## src/rtl/alu_exec_stage.sv

```systemverilog
// alu_exec_stage: MIPS execute-stage ALU feeding a one-entry registered
// output slot, with valid/ready handshakes on both sides and flush.
module alu_exec_stage #(
    parameter int DATA_W = 32
) (
    input  logic              clk,
    input  logic              resetn,
    input  logic              in_valid,
    output logic              in_ready,
    input  logic [3:0]        in_alu_op,
    input  logic [DATA_W-1:0] in_src_a,
    input  logic [DATA_W-1:0] in_src_b,
    input  logic [4:0]        in_dest,
    input  logic              in_wen,
    input  logic              flush,
    output logic              out_valid,
    input  logic              out_ready,
    output logic [DATA_W-1:0] out_result,
    output logic [4:0]        out_dest,
    output logic              out_wen,
    output logic              out_ovf
);

    typedef enum logic [3:0] {
        OP_ADDU = 4'b0000,
        OP_SUBU = 4'b0001,
        OP_CLZ  = 4'b0010,
        OP_CLO  = 4'b0011,
        OP_AND  = 4'b0100,
        OP_SLT  = 4'b0101,
        OP_OR   = 4'b0110,
        OP_SLTU = 4'b0111,
        OP_NOR  = 4'b1000,
        OP_XOR  = 4'b1001,
        OP_SEB  = 4'b1010,
        OP_SEH  = 4'b1011,
        OP_ADD  = 4'b1110,
        OP_SUB  = 4'b1111
    } alu_op_e;

    localparam int MSB = DATA_W - 1;

    logic              valid_q, valid_d;
    logic [DATA_W-1:0] result_q, res_d;
    logic [4:0]        dest_q;
    logic              wen_q;
    logic              ovf_q, ovf_d;
    logic [DATA_W-1:0] sum, diff;
    logic [5:0]        lz_a, lo_a;
    logic              xfer_in, load;

    function automatic logic [5:0] lead_zeros(input logic [DATA_W-1:0] v);
        logic [5:0] n;
        logic       hit;
        n   = '0;
        hit = 1'b0;
        for (int i = DATA_W - 1; i >= 0; i--) begin
            if (v[i]) hit = 1'b1;
            else if (!hit) n = n + 6'd1;
        end
        return n;
    endfunction

    assign sum  = in_src_a + in_src_b;
    assign diff = in_src_a - in_src_b;
    assign lz_a = lead_zeros(in_src_a);
    assign lo_a = lead_zeros(~in_src_a);

    always_comb begin
        res_d = sum;
        ovf_d = 1'b0;
        case (alu_op_e'(in_alu_op))
            OP_SUBU: res_d = diff;
            OP_CLZ:  res_d = {{(DATA_W-6){1'b0}}, lz_a};
            OP_CLO:  res_d = {{(DATA_W-6){1'b0}}, lo_a};
            OP_AND:  res_d = in_src_a & in_src_b;
            OP_SLT:  res_d = {{(DATA_W-1){1'b0}},
                              $signed(in_src_a) < $signed(in_src_b)};
            OP_OR:   res_d = in_src_a | in_src_b;
            OP_SLTU: res_d = {{(DATA_W-1){1'b0}}, in_src_a < in_src_b};
            OP_NOR:  res_d = ~(in_src_a | in_src_b);
            OP_XOR:  res_d = in_src_a ^ in_src_b;
            OP_SEB:  res_d = {{(DATA_W-8){in_src_b[7]}}, in_src_b[7:0]};
            OP_SEH:  res_d = {{(DATA_W-16){in_src_b[15]}}, in_src_b[15:0]};
            OP_ADD: begin
                res_d = sum;
                ovf_d = (in_src_a[MSB] == in_src_b[MSB]) &&
                        (sum[MSB] != in_src_a[MSB]);
            end
            OP_SUB: begin
                res_d = diff;
                ovf_d = (in_src_a[MSB] != in_src_b[MSB]) &&
                        (diff[MSB] != in_src_a[MSB]);
            end
            default: res_d = sum;
        endcase
    end

    assign in_ready = !valid_q || out_ready;
    assign xfer_in  = in_valid && in_ready;
    assign load     = xfer_in && !flush;

    // Flush beats everything; a drain without a refill empties the slot.
    always_comb begin
        valid_d = valid_q;
        if (flush)        valid_d = 1'b0;
        else if (xfer_in) valid_d = 1'b1;
        else if (out_ready) valid_d = 1'b0;
    end

    always_ff @(posedge clk or negedge resetn) begin
        if (!resetn) begin
            valid_q  <= 1'b0;
            result_q <= '0;
            dest_q   <= '0;
            wen_q    <= 1'b0;
            ovf_q    <= 1'b0;
        end else begin
            valid_q <= valid_d;
            if (load) begin
                result_q <= res_d;
                dest_q   <= in_dest;
                wen_q    <= in_wen && !ovf_d;
                ovf_q    <= ovf_d;
            end
        end
    end

    assign out_valid  = valid_q;
    assign out_result = result_q;
    assign out_dest   = dest_q;
    assign out_wen    = wen_q;
    assign out_ovf    = ovf_q;

endmodule

```

## config.mk

```make
export PLATFORM = sky130hd
export DESIGN_NAME = alu_exec_stage
export DESIGN_NICKNAME = d
export VERILOG_FILES = /design/src/rtl/alu_exec_stage.sv
export SDC_FILE = /design/constraint.sdc
export NUM_CORES = 1
export LEC_CHECK = 0
export BUFFER_PORTS_ARGS = -buffer_cell sky130_fd_sc_hd__buf_2
export CAP_MARGIN = 0
export CORE_MARGIN = 3
export CORE_UTILIZATION = 45
export CTS_CLUSTER_SIZE = 10
export DETAILED_ROUTE_END_ITERATION = 6
export GPL_TIMING_DRIVEN = 0
export PLACE_DENSITY = 0.65
export SLEW_MARGIN = 30
export SYNTH_ARGS = -nofsm -noshare
export SYNTH_HDL_FRONTEND = slang
export SYNTH_SLANG_ARGS = --single-unit
```

## constraint.sdc

```tcl
create_clock -name clk -period 3.4 [get_ports clk]
set_clock_uncertainty 0.1 [all_clocks]
set_input_delay 0.51 -clock clk [delete_from_list [all_inputs] [get_ports clk]]
set_output_delay 0.51 -clock clk [all_outputs]
set_load 0.01 [all_outputs]
```

==> metrics.csv <==
stage,metric,value,unit
cts,number of sinks driven by the clock tree,40,
logic_synthesis,syn_nets,2438,
global_routing,global routing usage summed across all routing layers,30.3,%
drt,post-route DRC violation count,0,
sta,count of endpoints failing hold in the final timing report,0,
global_routing,wire length of the first global-routing pass,90800,um
cts,TritonCTS clock tree,done,
worst_setup_path,slowest cell on the critical path,a221oi_2,
sta,final worst-path setup slack,-14.20,ns
logic_synthesis,number of enable-type register cells in the synthesized netlist,0,
power_and_ir_drop,overall power of the completed layout,4270,uW
placed_design,count of input and output buffers,115,
min_path,classification of the worst-slack hold path,primary input to asynchronous set/reset pin,
worst_setup_path,worst reg2reg path depth,10,
final_layout,Ant. Diodes,0,
floorplanning,Chip Height,191,um
worst_setup_path,maximum net fanout on the critical path,11,
cts,insertion delay to the later sink of the worst-skew pair,0.29,ns
drt,wire length per cell,19.9,um
sta,highest attainable clock frequency,0.0568,GHz
run_status,run status,finished with violations,
worst_setup_path,worst path arrival time,17.64,ns
final_layout,"commonest cells after routing, fill and taps aside","nand2_1 (227), buf_4 (206), nor2_1 (198), xnor2_1 (129), ha_1 (121)",
sta,max-slew headroom at the worst pin,36.7,%
floorplanning,initial core utilization,45.8,%
placed_design,post-detail-place hpwl,43400,um
final_layout,share of cells above drive strength 1,30.2,%
final_layout,"commonest non-fill, non-tap cell in the layout",nand2_1,
cts,largest buffer count on any clock path,2,
floorplanning,row count,67,
worst_setup_path,minimum setup slack among reg-to-reg paths,0.54,ns
floorplanning,Total Die Area,36600,um^2
worst_setup_path,Worst setup SP type,primary input,
logic_synthesis,Mapped Avg Cell Area,7.01,um^2
logic_synthesis,post-synthesis async set-or-reset flop share,100,%
cts,master cell of the clock root buffer,clkbuf_16,
floorplanning,area of the core region,33700,um^2
global_routing,pin count of the biggest net entering global routing,41,
global_routing,number of global-route vias before repair,17100,
power_and_ir_drop,maximum ir drop on the vdd rail,0.000199,V
logic_synthesis,area of the mapped netlist,15400,um^2
drt,Vias per Instance,6.13,
floorplanning,die extent in x,191,um
logic_synthesis,warnings from Yosys,0,
worst_setup_path,endpoint type of the worst setup path,flip-flop,
worst_setup_path,critical register-to-register path endpoint,out_result[30],
logic_synthesis,number of instances in the synthesized netlist,2203,
placed_design,last weighted congestion value of the routability-driven placer,0.979,
drt,via count of the routed design,18500,
logic_synthesis,ys flop type,dfrtp_1,
sta,pins over their slew limit,0,
final_layout,count of nets after finishing,2797,
drt,routed wire length,60000,um
power_and_ir_drop,PwrDens,205,nW/um^2
power_and_ir_drop,leakage power figure,0.00846,uW
sta,period utilization,518,%
cts,clock buffers created by TritonCTS,5,
final_layout,final design area excluding fillers,20900,um^2
sta,final worst path period need,17.60,ns
drt,DRC marker count from the first detailed-route iteration,1541,
floorplanning,I/O pin count,120,
drt,number of iterations in the first detailed-routing pass,6,
final_layout,"Area growth, synth to finish",35.2,%
worst_setup_path,beginning of the worst register-to-register path,out_valid,
cts,Max H-tree Level,2,
logic_synthesis,fraction of the yosys area taken by sequential cells,6.48,%
run_status,violations in the final reports,setup timing,
worst_setup_path,"Data required, critical path",3.44,ns
sta,transition time of the tightest slew-check pin,0.941,ns
flow_run,number of violations of the max-capacitance limit,0,
worst_setup_path,delay of the slowest cell on the worst path,0.34,ns
sta,Final Setup Violations,27,
placed_design,total placed instance area,17100,um^2
global_routing,total grt overflow,0,
global_routing,antenna violations before repair,1,
logic_synthesis,Synth Register Bits,40,
drt,remaining antenna violation count,0,
logic_synthesis,unique cell type count in the Yosys netlist,107,
sta,tightest hold margin,0.121,ns
sta,setup repair after global routing missed its margin,yes,
worst_setup_path,cell mode on critical path,ha_4,
worst_setup_path,path type of the worst setup path,primary input to flip-flop,
cts,Worst-path clk slew,0.06,ns
[what timing repair did]
action,in CTS,in global routing
endpoints found under the setup margin,27,27
buffers inserted,173,76
hold buffers,0,0
pin swaps,203,193
resized for setup,245,156
[cell families after synthesis]
group,synth area share [%]
buffers and inverters,5.74
AOI/OAI and AO/OA,26.8
xor gates and xnor gates,17.2
DFF,6.48
and+or+nand+nor,26.7
muxes,4.19
adders and majority gates,12.9
[metrics by stage]
stage          setup WS, ns  utilization [%]  std cells  TNS, ns
4_1_cts              -14.20             58.0       2942   -83.81
3_3_place_gp         -16.25             50.7       2766  -108.20
5_1_grt              -15.15             61.9       3010   -96.06
6_report             -14.20             61.9       3010   -87.72
3_5_place_dp         -16.43             50.7       2766  -109.69
2_1_floorplan        -13.73                -       2203   -75.99
[per-layer routing]
layer	vias to the layer above	global-route usage (%)	part of all wire (%)
met5	-	0	0
met4	0	9.09	2.9
met3	139	2.71	7.1
met2	823	52.0	47
met1	8779	40.2	43
li1	8716	-	-
[worst max-delay path, delay by kind of cell]
kind | cells | cell delay (ns)
adder cells (fa/ha/maj) | 29 | 7.55
AND/OR/NAND/NOR | 30 | 2.46
multiplexers | 17 | 2.23
AO/OA/AOI/OAI | 27 | 4.02
XOR/XNOR | 3 | 0.39
buffers and inverters | 4 | 0.41
[synthesized netlist by cell type (22+ instances only)]
master	count	share of area [%]
a21oi_1	160	5.2
dfrtp_1	40	6.5
a31oi_1	24	0.97
nand2b_1	26	1.1
nor3_1	68	2.2
nor2_1	217	5.3
o21ai_0	175	5.7
nand4_1	37	1.5
nor2b_1	34	1.4
a221oi_1	22	1.2
xor2_1	60	3.4
ha_1	154	12
a22oi_1	24	1.2
clkbuf_1	77	1.9
inv_1	122	3.0
xnor2_1	147	8.3
nand2_1	253	6.2
nand3_1	59	1.9
mux2i_1	43	2.8
[sequential cells by signal (all words and copies together), names as in the netlist]
name / cells
out_result: 32
out_dest: 5
out_ovf: 1
out_valid: 1
out_wen: 1
[power by group]
| group | leakage, uW | internal [uW] | switching, uW | total [uW] |
|---|---|---|---|---|
| Sequential | 0.000459 | 569 | 70.9 | 640 |
| Combinational | 0.00791 | 1350 | 1640 | 3000 |
| Clock | 0.0000899 | 417 | 219 | 636 |
| Total | 0.00846 | 2340 | 1930 | 4270 |
[how the worst max path moves through the flow]
stage,from,slack (ns),endpoint,cells after the start
after floorplan,in_src_a[31],-13.73,out_result[4],110
after global placement,in_src_a[30],-16.25,out_result[4],111
after detailed placement,in_src_a[30],-16.43,out_result[4],111
after CTS,in_src_a[30],-14.20,out_result[4],111
after global routing,in_src_a[30],-15.15,out_result[4],111
final,in_src_a[31],-14.20,out_result[4],110
[cell type report]
type	count	area, um^2
clock buffer	5	125
tap	448	561
sequential	40	1000
clock inverter	2	60.1
inverter	128	520
buffer	93	482
multi-input combinational	1938	15500
timing repair buffer	356	2620
fill	2948	12800
Note: power is estimated with default switching activity, not from simulation.
